File: config.mk
export PLATFORM = sky130hd
export DESIGN_NAME = weight_load_ctrl
export DESIGN_NICKNAME = d
export VERILOG_FILES = /design/src/rtl/weight_load_ctrl.sv
export SDC_FILE = /design/constraint.sdc
export NUM_CORES = 1
export LEC_CHECK = 0
export CAP_MARGIN = 25
export CORE_MARGIN = 3
export CORE_UTILIZATION = 45
export CTS_CLUSTER_DIAMETER = 200
export CTS_CLUSTER_SIZE = 12
export DETAILED_ROUTE_END_ITERATION = 7
export PLACE_DENSITY = 0.73
export SLEW_MARGIN = 10
export SYNTH_ARGS = -nofsm -noshare
export SYNTH_HDL_FRONTEND = slang
export SYNTH_SLANG_ARGS = --single-unit
File: constraint.sdc
create_clock -name clk -period 5 [get_ports clk]
set_input_delay 1.25 -clock clk [delete_from_list [all_inputs] [get_ports clk]]
set_output_delay 1.25 -clock clk [all_outputs]
set_load 0.01 [all_outputs]
File: src/rtl/weight_load_ctrl.sv
// weight_load_ctrl
// Loads one CNN layer's weights from a 16-bit valid/ready stream into
// local_mem_weight. Each start command loads one layer.
//
// Optional feature: define WEIGHT_LOAD_CHECKSUM_EN to add the load_checksum
// output, a modulo-2^16 sum of the words accepted in the current load.
//
// Ports:
//   clk, rst             clock; asynchronous active-high reset
//   start, layer_sel     one-cycle load command; target layer 1/2/4/5/7
//   in_valid, in_data    weight stream input
//   in_ready             high while the FSM is in a STORE state
//   write_weight_*       registered write strobe, address and data to memory
//   weight_fsm_cs        current state encoding
//   weight_store_done    one-cycle pulse in FINISH (last word on the bus)
//   weight_valid         level: the loaded layer's weights are complete
//   loaded_layer         layer held in memory; meaningful while weight_valid=1
//   load_checksum        (WEIGHT_LOAD_CHECKSUM_EN only) sum of accepted words
//
// state    | meaning
// IDLE     | waiting for start with a legal layer_sel
// L1_STORE | accepting layer-1 words (216)
// L2_STORE | accepting layer-2 words (576)
// L4_STORE | accepting layer-4 words (576)
// L5_STORE | accepting layer-5 words (576)
// L7_STORE | accepting layer-7 words (400; bank0 0..199, bank1 200..399)
// FINISH   | last word on the write bus; done pulse; one cycle only
module weight_load_ctrl #(
  parameter int L1_NUM  = 216,
  parameter int L2_NUM  = 576,
  parameter int L4_NUM  = 576,
  parameter int L5_NUM  = 576,
  parameter int L7_NUM  = 400,
  parameter int MAX_NUM = 1000
) (
  input  logic        clk,
  input  logic        rst,
  input  logic        start,
  input  logic [2:0]  layer_sel,
  input  logic        in_valid,
  input  logic [15:0] in_data,
  output logic        in_ready,
  output logic        write_weight_signal,
  output logic [15:0] write_weight_addr,
  output logic [15:0] write_weight_data,
  output logic [3:0]  weight_fsm_cs,
  output logic        weight_store_done,
  output logic        weight_valid,
  output logic [2:0]  loaded_layer
`ifdef WEIGHT_LOAD_CHECKSUM_EN
  ,
  output logic [15:0] load_checksum
`endif
);

  if (L1_NUM > MAX_NUM || L2_NUM > MAX_NUM || L4_NUM > MAX_NUM ||
      L5_NUM > MAX_NUM || L7_NUM > MAX_NUM) begin : g_depth_check
    $error("weight_load_ctrl: a layer word count exceeds MAX_NUM");
  end

  typedef enum logic [3:0] {
    IDLE     = 4'b0000,
    L1_STORE = 4'b0001,
    L2_STORE = 4'b0010,
    L4_STORE = 4'b0011,
    L5_STORE = 4'b0100,
    L7_STORE = 4'b0101,
    FINISH   = 4'b1111
  } state_t;

  state_t      state, state_nxt;
  state_t      start_state;
  logic        start_legal;
  logic        start_acc;
  logic        beat;
  logic [15:0] counter;
  logic [15:0] last_idx;
  logic [2:0]  load_sel;

  always_comb begin
    start_state = IDLE;
    start_legal = 1'b1;
    case (layer_sel)
      3'd1:    start_state = L1_STORE;
      3'd2:    start_state = L2_STORE;
      3'd4:    start_state = L4_STORE;
      3'd5:    start_state = L5_STORE;
      3'd7:    start_state = L7_STORE;
      default: start_legal = 1'b0;
    endcase
  end

  always_comb begin
    last_idx = '0;
    case (state)
      L1_STORE: last_idx = 16'(L1_NUM - 1);
      L2_STORE: last_idx = 16'(L2_NUM - 1);
      L4_STORE: last_idx = 16'(L4_NUM - 1);
      L5_STORE: last_idx = 16'(L5_NUM - 1);
      L7_STORE: last_idx = 16'(L7_NUM - 1);
      default:  last_idx = '0;
    endcase
  end

  always_comb begin
    state_nxt         = state;
    in_ready          = 1'b0;
    weight_store_done = 1'b0;
    case (state)
      IDLE: begin
        if (start && start_legal) state_nxt = start_state;
      end
      L1_STORE, L2_STORE, L4_STORE, L5_STORE, L7_STORE: begin
        in_ready = 1'b1;
        if (in_valid && counter == last_idx) state_nxt = FINISH;
      end
      FINISH: begin
        weight_store_done = 1'b1;
        state_nxt         = IDLE;
      end
      default: state_nxt = IDLE;
    endcase
  end

  assign beat          = in_valid & in_ready;
  assign start_acc     = (state == IDLE) && start && start_legal;
  assign weight_fsm_cs = state;

  always_ff @(posedge clk or posedge rst) begin
    if (rst) state <= IDLE;
    else     state <= state_nxt;
  end

  always_ff @(posedge clk or posedge rst) begin
    if (rst) begin
      counter             <= '0;
      write_weight_signal <= 1'b0;
      write_weight_addr   <= '0;
      write_weight_data   <= '0;
      weight_valid        <= 1'b0;
      loaded_layer        <= '0;
      load_sel            <= '0;
    end else begin
      write_weight_signal <= beat;
      if (beat) begin
        write_weight_addr <= counter;
        write_weight_data <= in_data;
        // Hold on the final word so the counter never passes Lx_NUM-1.
        if (counter != last_idx) counter <= counter + 16'd1;
      end
      if (start_acc) begin
        counter      <= '0;
        weight_valid <= 1'b0;
        load_sel     <= layer_sel;
      end
      if (state == FINISH) begin
        weight_valid <= 1'b1;
        loaded_layer <= load_sel;
      end
    end
  end

`ifdef WEIGHT_LOAD_CHECKSUM_EN
  always_ff @(posedge clk or posedge rst) begin
    if (rst)            load_checksum <= '0;
    else if (start_acc) load_checksum <= '0;
    else if (beat)      load_checksum <= load_checksum + in_data;
  end
`endif

endmodule

==> results.cfg, run 1 <==
[run_status]
outcome = finished clean

[die]
die_height_um = 85.3
die-width_um = 85.3
fp.dieArea_mm2 = 0.00727
pin_count = 66
initial_standard_cell_utilization_of_the_core_pct = 47.2
core-area_mm2 = 0.00599
rows = 28

[placement]
dpl.hpwl_um = 4240
dp_slack_ns = 1.47
port_buffers = 65
place.gp.congestion = 0.749

[drt]
firstDrtPassIters = 4
routed_wl_um = 6260
post_detailed_route_via_to_cell_ratio = 5.20
first_iter_violations = 141
post_drt_wl_per_cell_um = 13.9
via_total_after_detailed_routing = 2346
remaining_drc_errors = 0
drt.antenna.violating_nets = 0

[sta]
tns_ns = 0
rsz0062_at_grt = no
final_hold_violating_endpoints = 0
layout_worst_path_cycle_share_pct = 67.0
final.min_clock_period_ns = 3.35
setup_slack_ns = 1.65
timing.final.setup_violations = 0
skew_ns = 0.00761
timing.max_slew.rel_slack_pct = 57.5
max_freq_ghz = 0.299
timing_worst_slew_pin_value_ns = 0.637
timing_max_transition_violations_final = 0

[worst_setup_path]
worstSetupPathType = register to output pin
timing.critical_path.from_type = register
cp_data_arrival_time_ns = 2.10
endpoint_kind = output pin
data_required_time_of_the_worst_path_ns = 3.75
path_max_fanout = 16

[global_route]
total_routing_resource_utilization_after_global_routing_pct = 18.4
number_of_global_route_vias_before_repair = 2279
grt_first_pass_wirelength_um = 10800
gr-total-overflow = 0
antenna_found_initial = 0
largest_net_degree_at_the_start_of_global_routing = 49

[synthesis]
postSynth.asyncResetShare_pct = 100
share_of_synthesized_area_occupied_by_flip_flops_and_latches_pct = 53.1
syn_avg_cell_area_um2 = 9.16
yosys.area.top_type = sky130_fd_sc_hd__dfrtp_1
post_synth_inst_count = 309
syn_nets = 333
ys_types = 54
yosys_warnings = 0
predominant_post_synthesis_flop_cell = sky130_fd_sc_hd__dfrtp_1
number_of_enable_flip_flop_cells_after_synthesis = 0
synthesis.area_mm2 = 0.00283
synth.ff_latch_count = 60
netlist.area_leader.share_pct = 53.1
synthTopCellsByArea = sky130_fd_sc_hd__dfrtp_1 53%, sky130_fd_sc_hd__nand2_1 15%, sky130_fd_sc_hd__nor2_1 2.1%, sky130_fd_sc_hd__xnor2_1 1.9%, sky130_fd_sc_hd__a21oi_1 1.6%

[clock_network]
postCtsSetupRepairBufs = 0
cts-hold-fix-buffers = 0
cts_max_path_buffers = 2
ctsResizeCount = 0
root_buffer = sky130_fd_sc_hd__clkbuf_8
clk_pin_slew_ns = 0.07
cts_tree = built
cts_made_buffers = 9
htree_levels = 3
clock_sinks = 60
clk_latency_ns = 0.33

[pwr]
power.ir.vdd_worst_mv = 0.288
pwr_density_cell_mw_per_mm2 = 491
leakagePower_nw = 1.73

[finish]
post_route_cells_drive_above_1_share_pct = 8.51
design.final.nets = 395
area_delta_synth_final_pct = 31.0
layout.cells.most_common = sky130_fd_sc_hd__nand2_1
insertedDiodeCount = 0
layout.cells.most_common_list = 115 x sky130_fd_sc_hd__nand2_1, 65 x sky130_fd_sc_hd__clkdlybuf4s50_1, 60 x sky130_fd_sc_hd__dfrtp_1

[worst_hold_path]
worst_hold_path_type = register to register

[job]
max_cap_violations = 0
==> critical path, cell delays in order, from the launching register on <==
cell                              delay [ns]
sky130_fd_sc_hd__dfrtp_1                0.67
sky130_fd_sc_hd__nand4_1                0.34
sky130_fd_sc_hd__inv_1                  0.20
sky130_fd_sc_hd__clkdlybuf4s50_1        0.56
==> cell families after synthesis <==
| logic type | Yosys count | synth area share (%) |
|---|---|---|
| fa+ha+maj | 1 | 0.442 |
| compound gates | 42 | 10.9 |
| xor+xnor | 10 | 3.10 |
| mux | 2 | 0.708 |
| simple gates | 169 | 27.2 |
| buf+inv | 25 | 4.56 |
| flops | 60 | 53.1 |
==> area by class of cell <==
cell class,instances,area [um^2]
inverter,8,30.0
clock inverter,5,58.8
clock buffer,11,151
sequential,60,1500
fill,515,2280
multi-input combinational,224,1200
timing repair buffer,68,673
tap,75,93.8
==> power breakdown <==
group	leakage [nW]	internal [mW]	switching [mW]	total (mW)
Sequential	0.793	0.601	0.120	0.721
Combinational	0.830	0.318	0.330	0.647
Clock	0.102	0.258	0.196	0.454
Total	1.73	1.18	0.645	1.82
==> path summary, 6_finish.rpt <==
check                                      start                     to  slack (ns)  cells past startpoint
worst max-delay path            weight_fsm_cs[1]      weight_store_done        1.65                      3
worst min-delay path             loaded_layer[2]        loaded_layer[2]        0.47                      2
worst max register to register  weight_fsm_cs[1]            counter[15]        2.19                      9
worst min register to register   loaded_layer[2]        loaded_layer[2]        0.47                      2
max in group asynchronous                    rst       weight_fsm_cs[2]        2.86                      3
min in group asynchronous                    rst  write_weight_addr[12]        1.31                      2
==> through the flow <==
stage	power [mW]	util (%)	cells	cell area [um^2]	hold WS, ns
3_3_place_gp	1.36	58.4	435	3500	0.457
4_1_cts	1.84	61.9	451	3710	0.479
2_1_floorplan	1.11	-	309	2830	0.439
6_report	1.82	61.9	451	3710	0.473
3_5_place_dp	1.38	58.4	435	3500	0.462
5_1_grt	1.95	61.9	451	3710	0.505
==> cell usage after synthesis, types with 2 or more instances <==
library cell                 n
sky130_fd_sc_hd__nand3_1     6
sky130_fd_sc_hd__clkbuf_1    7
sky130_fd_sc_hd__buf_6       4
sky130_fd_sc_hd__a211oi_1    2
sky130_fd_sc_hd__nor4_1      2
sky130_fd_sc_hd__nand2_1   115
sky130_fd_sc_hd__o311ai_1    2
sky130_fd_sc_hd__o41ai_1     3
sky130_fd_sc_hd__xnor2_1     6
sky130_fd_sc_hd__nor3_1      5
sky130_fd_sc_hd__dfrtp_1    60
sky130_fd_sc_hd__buf_1       4
sky130_fd_sc_hd__a211o_1     2
sky130_fd_sc_hd__and2_1      2
sky130_fd_sc_hd__xor2_1      4
sky130_fd_sc_hd__nand4_1     4
sky130_fd_sc_hd__nor2_1     16
sky130_fd_sc_hd__mux2i_1     2
sky130_fd_sc_hd__inv_1       7
sky130_fd_sc_hd__nor4_2      2
sky130_fd_sc_hd__or3_1       3
sky130_fd_sc_hd__o21ai_0     9
sky130_fd_sc_hd__o31ai_1     2
sky130_fd_sc_hd__a21oi_1     9
sky130_fd_sc_hd__and3_1      2
==> flip-flops by register name, indices dropped and copies added (netlist names) <==
name and cells:
write_weight_addr 16, weight_fsm_cs 4, counter 16, write_weight_data 16
load_sel 3, loaded_layer 3, write_weight_signal 1, weight_valid 1
==> metal layers <==
layer	track usage [%]	up-vias	wire length (um)
li1	-	1163	-
met1	24.6	1130	2890
met2	29.2	48	3070
met3	4.47	5	260
met4	6.47	0	38
met5	0	-	0
No activity file was read; power rests on OpenSTA's default activity.
==> inputs of run 2 (changes only) <==
==> constraint.sdc (replaced) <==
create_clock -name clk -period 3.23 [get_ports clk]
set_input_delay 0.8075 -clock clk [delete_from_list [all_inputs] [get_ports clk]]
set_output_delay 0.8075 -clock clk [all_outputs]
set_load 0.01 [all_outputs]
==> run 2 against run 1 <==
Clock power increased by 45%. Highest routed layer unchanged. First-iteration DRC count increased by 22%. Critical path depth unchanged. Count of clock-buffer cells in the layout unchanged. Cell area decreased by 0.14%. Sequential share of layout area increased by 0.055 points.
==> results.cfg, run 2 (synthesized netlist as in run 1, its figures left out) <==
[clock_network]
root_buffer = sky130_fd_sc_hd__clkbuf_8
ctsResizeCount = 0
clock_sinks = 60
postCtsSetupRepairBufs = 0
clk_latency_ns = 0.33
cts_tree = built
clk_pin_slew_ns = 0.07
cts-hold-fix-buffers = 0
cts_max_path_buffers = 2
htree_levels = 3
cts_made_buffers = 9

[die]
fp.dieArea_mm2 = 0.00727
die-width_um = 85.3
rows = 28
die_height_um = 85.3
initial_standard_cell_utilization_of_the_core_pct = 47.2
core-area_mm2 = 0.00599
pin_count = 66

[pwr]
clockPowerShare_pct = 23.6
power_switching_share_pct = 35.2
share_comb_of_total_power_pct = 36.4
power.switching_mw = 0.982
internal_power_summed_over_all_cells_mw = 1.81
power.ir.vdd_worst_mv = 0.387
pwr_density_cell_mw_per_mm2 = 753
leakagePower_nw = 1.73
p_seq_share_pct = 40.0

[worst_setup_path]
timing.critical_path.from_type = register
worstSetupPathType = register to output pin
setup.worst_path.end = weight_store_done
r2r-end = counter[15]
path_buf_inv = 2
critical_path_cell_count = 3
cp_top_family = buffers and inverters
critical_path.startpoint = weight_fsm_cs[1]
cp_data_arrival_time_ns = 2.10
data_required_time_of_the_worst_path_ns = 2.42
path_max_fanout = 16
endpoint_kind = output pin
reg2reg_from = weight_fsm_cs[1]
r2r.worst_path.cells = 8
reg2reg_setup_slack_ns = 0.80
worst_path_largest_cell_delay_ns = 0.67
timing.critical_path.cells = nand4_1 -> inv_1 -> clkdlybuf4s50_1
worst_path_max_delay_cell = sky130_fd_sc_hd__dfrtp_1

[drt]
first_iter_violations = 172
post_drt_wl_per_cell_um = 13.9
drt.antenna.violating_nets = 0
firstDrtPassIters = 4
post_detailed_route_via_to_cell_ratio = 5.26
via_total_after_detailed_routing = 2379
routed_wl_um = 6270
remaining_drc_errors = 0

[sta]
final_hold_violating_endpoints = 0
timing.final.setup_violations = 0
final.min_clock_period_ns = 2.91
timing_max_transition_violations_final = 0
rsz0062_at_grt = no
timing_worst_slew_pin_value_ns = 0.749
timing.max_slew.rel_slack_pct = 50.0
tns_ns = 0
max_freq_ghz = 0.344
layout_worst_path_cycle_share_pct = 90.0
skew_ns = 0.0137
final.hold.worst_slack_ns = 0.474

[global_route]
met2_usage_pct = 27.0
total_routing_resource_utilization_after_global_routing_pct = 18.1
use_met1_pct = 25.5
gr-total-overflow = 0
groute.layer.met3.usage_pct = 5.53
antenna_found_initial = 0
grt_first_pass_wirelength_um = 10600
number_of_global_route_vias_before_repair = 2217
largest_net_degree_at_the_start_of_global_routing = 61
gr-max-usage-layer = met2

[worst_hold_path]
worst_hold_path_type = register to register

[finish]
design.final.nets = 397
insertedDiodeCount = 0
nFillCells = 500
layout.cell_area.non_filler_mm2 = 0.00370
post_route_cells_drive_above_1_share_pct = 8.49
biggestRegsByFlops = counter x16, write_weight_addr x16, write_weight_data x16
layout.cells.most_common_list = 115 x sky130_fd_sc_hd__nand2_1, 65 x sky130_fd_sc_hd__clkdlybuf4s50_1, 60 x sky130_fd_sc_hd__dfrtp_1
area_delta_synth_final_pct = 30.9
layout.cells.most_common = sky130_fd_sc_hd__nand2_1

[placement]
place.gp.congestion = 0.746
port_buffers = 65
placed_cell_area_mm2 = 0.00351
dpl.hpwl_um = 4290

[job]
max_cap_violations = 0

[run_status]
outcome = finished clean
run 2: cell count changes in the layout (fill, tap and decap cells not counted):
| cell | delta |
|---|---|
| sky130_fd_sc_hd__clkinvlp_4 | -2 |
| sky130_fd_sc_hd__clkinv_2 | +1 |
| sky130_fd_sc_hd__clkbuf_8 | -1 |
| sky130_fd_sc_hd__clkbuf_1 | +1 |
| sky130_fd_sc_hd__buf_4 | +2 |
run 2: tightest hold or removal path, delay by kind of cell, from the launching register on:
kind	cells	cell delay, ns
and+or+nand+nor	2	0.10
DFF	1	0.34
run 2: worst min path at each step:
stage	from	to	slack (ns)	depth (start not counted)
global route	write_weight_data[9]	write_weight_data[9]	0.50	2
CTS	loaded_layer[2]	loaded_layer[2]	0.48	2
global placement	write_weight_data[4]	write_weight_data[4]	0.46	2
finish	write_weight_data[6]	write_weight_data[6]	0.47	2
floorplan	load_sel[0]	loaded_layer[0]	0.44	2
detailed placement	loaded_layer[2]	loaded_layer[2]	0.46	2
run 2: final cells by class:
cell class / instances / area, um^2 / share of cell area, %
clock buffer: 11 / 141 / 3.82
clock inverter: 4 / 48.8 / 1.32
inverter: 8 / 30.0 / 0.811
multi-input combinational: 224 / 1200 / 32.4
sequential: 60 / 1500 / 40.6
tap: 75 / 93.8 / 2.53
timing repair buffer: 70 / 688 / 18.6
run 2: stage by stage:
step	power, mW	setup slack, ns	std cells	utilization, %
CTS	2.82	0.300	452	61.8
global placement	2.13	0.617	437	58.6
detailed placement	2.15	0.506	437	58.6
global route	2.97	0.171	452	61.8
floorplan	1.71	0.938	309	-
finish	2.79	0.322	452	61.8
run 2: layer usage:
layer / part of all wire [%] / routed length (um) / vias to the layer above
li1: - / - / 1167
met1: 47 / 2960 / 1148
met2: 46 / 2910 / 59
met3: 5.4 / 339 / 5
met4: 0.97 / 61 / 0
met5: 0 / 0 / -
run 2: power by group through the flow:
| stage | Combinational (mW) | Clock (mW) | Sequential (mW) |
|---|---|---|---|
| 2_1_floorplan | 0.580 | 0 | 1.13 |
| 3_3_place_gp | 1.01 | 0 | 1.12 |
| 3_5_place_dp | 1.02 | 0 | 1.13 |
| 4_1_cts | 1.03 | 0.674 | 1.11 |
| 5_1_grt | 1.12 | 0.708 | 1.15 |
| 6_report | 1.02 | 0.659 | 1.11 |
==> inputs of run 3 (changes only) <==
==> constraint.sdc (replaced) <==
create_clock -name clk -period 2.69 [get_ports clk]
set_input_delay 0.6725 -clock clk [delete_from_list [all_inputs] [get_ports clk]]
set_output_delay 0.6725 -clock clk [all_outputs]
set_load 0.01 [all_outputs]
==> run 3 against run 2 <==
Clock skew is 0.0098 ns lower. Final cell count rose by 1.1%. First-iteration DRC count decreased by 36%. Count of clock-buffer cells in the layout did not move. Critical path depth is the same. Largest power group unchanged.
==> results.cfg, run 3 (synthesized netlist as in run 1, its figures left out) <==
[job]
max_cap_violations = 0

[die]
core-area_mm2 = 0.00599
initial_standard_cell_utilization_of_the_core_pct = 47.2
rows = 28
die_height_um = 85.3
die-width_um = 85.3
pin_count = 66
fp.dieArea_mm2 = 0.00727

[worst_setup_path]
worstSetupPathType = register to output pin
critical_path.startpoint = weight_fsm_cs[2]
timing.critical_path.from_type = register
path_max_fanout = 9
data_required_time_of_the_worst_path_ns = 2.02
r2r-end = counter[5]
r2r.worst_path.cells = 7
cp_data_arrival_time_ns = 1.85
setup.worst_path.end = in_ready
reg2reg_setup_slack_ns = 0.53
reg2reg_from = weight_fsm_cs[2]
endpoint_kind = output pin

[finish]
biggestRegsByFlops = counter x16, write_weight_addr x16, write_weight_data x16
insertedDiodeCount = 0
design.final.nets = 402
area_delta_synth_final_pct = 32.8
layout.cell_area.non_filler_mm2 = 0.00376
post_route_cells_drive_above_1_share_pct = 10.5
layout.cells.most_common = sky130_fd_sc_hd__nand2_1
layout.cells.most_common_list = 115 x sky130_fd_sc_hd__nand2_1, 65 x sky130_fd_sc_hd__clkdlybuf4s50_1, 57 x sky130_fd_sc_hd__dfrtp_1

[sta]
timing_max_transition_violations_final = 0
timing_worst_slew_pin_value_ns = 0.416
layout_worst_path_cycle_share_pct = 93.7
final.hold.worst_slack_ns = 0.475
max_freq_ghz = 0.397
skew_ns = 0.00393
final.min_clock_period_ns = 2.52
timing.final.setup_violations = 0
timing.max_slew.rel_slack_pct = 72.0
tns_ns = 0
rsz0062_at_grt = no
final_hold_violating_endpoints = 0

[drt]
drt.antenna.violating_nets = 0
post_drt_wl_per_cell_um = 13.9
routed_wl_um = 6340
via_total_after_detailed_routing = 2407
post_detailed_route_via_to_cell_ratio = 5.27
first_iter_violations = 110
remaining_drc_errors = 0
firstDrtPassIters = 4

[global_route]
largest_net_degree_at_the_start_of_global_routing = 61
met2_usage_pct = 29.3
antenna_found_initial = 0
grt_first_pass_wirelength_um = 10900
gr-max-usage-layer = met2
number_of_global_route_vias_before_repair = 2293
groute.layer.met3.usage_pct = 7.18
use_met1_pct = 24.5
total_routing_resource_utilization_after_global_routing_pct = 18.9
gr-total-overflow = 0

[pwr]
clockPowerShare_pct = 23.4
power_switching_share_pct = 35.3
p_seq_share_pct = 38.9
internal_power_summed_over_all_cells_mw = 2.20
p_total_mw = 3.41
leakagePower_nw = 1.75
power.switching_mw = 1.20
share_comb_of_total_power_pct = 37.7
pwr_density_cell_mw_per_mm2 = 906
power.ir.vdd_worst_mv = 0.612

[run_status]
outcome = finished clean

[clock_network]
root_buffer = sky130_fd_sc_hd__clkbuf_8
cts_made_buffers = 9
clk_latency_ns = 0.34
clk_pin_slew_ns = 0.06
clock_sinks = 60
htree_levels = 3
cts-hold-fix-buffers = 0
cts_tree = built
cts_max_path_buffers = 2

[placement]
dpl.hpwl_um = 4310
placed_cell_area_mm2 = 0.00355
port_buffers = 65
place.gp.congestion = 0.772

[worst_hold_path]
worst_hold_path_type = register to register
-- run 3: repair_timing --
action | 4_1_cts | 5_1_grt
endpoints found under the setup margin | 0 | 1
hold endpoints to repair | 0 | 0
resized for setup | 0 | 3
buffers inserted | 0 | 1
-- run 3: stage by stage --
| stage | util (%) | worst slack (ns) | cells |
|---|---|---|---|
| after global routing | 62.7 | 0.0812 | 457 |
| after global placement | 59.3 | 0.378 | 441 |
| final | 62.7 | 0.169 | 457 |
| after CTS | 62.5 | 0.0211 | 456 |
| after detailed placement | 59.3 | 0.302 | 441 |
| after floorplan | - | 0.533 | 309 |
-- run 3: power groups by stage --
stage                     sequential, mW  combinational [mW]  clock (mW)
after floorplan                     1.36               0.696           0
after global routing                1.36                1.43       0.858
after global placement              1.33                1.27           0
final                               1.32                1.28       0.797
after CTS                           1.32                1.31       0.814
after detailed placement            1.33                1.30           0
-- run 3: how the worst min path moves through the flow --
stage	startpoint	to	slack, ns	cells past startpoint
after detailed placement	write_weight_addr[15]	write_weight_addr[15]	0.47	2
after CTS	write_weight_data[14]	write_weight_data[14]	0.48	2
after floorplan	load_sel[0]	loaded_layer[0]	0.44	2
final	write_weight_data[0]	write_weight_data[0]	0.48	2
after global placement	write_weight_data[4]	write_weight_data[4]	0.46	2
after global routing	load_sel[2]	load_sel[2]	0.50	2
-- run 3: area by class of cell --
| class | instances | area [um^2] |
|---|---|---|
| Clock inverter | 4 | 50.0 |
| Multi-Input combinational cell | 224 | 1200 |
| Fill cell | 511 | 2230 |
| Sequential cell | 60 | 1510 |
| Inverter | 8 | 30.0 |
| Timing Repair Buffer | 75 | 738 |
| Clock buffer | 11 | 141 |
| Tap cell | 75 | 93.8 |
-- run 3: critical path, cell delays in order, from the launching register on --
cell and delay, ns:
sky130_fd_sc_hd__dfrtp_1 0.50, sky130_fd_sc_hd__nor3_2 0.38, sky130_fd_sc_hd__nor2_1 0.13, sky130_fd_sc_hd__clkdlybuf4s50_1 0.50
-- run 3: per-layer routing --
metal  wire (um)  part of all wire [%]
met5           0                     0
met4          67                   1.1
met3         373                   5.9
met2        3020                    48
met1        2880                    45
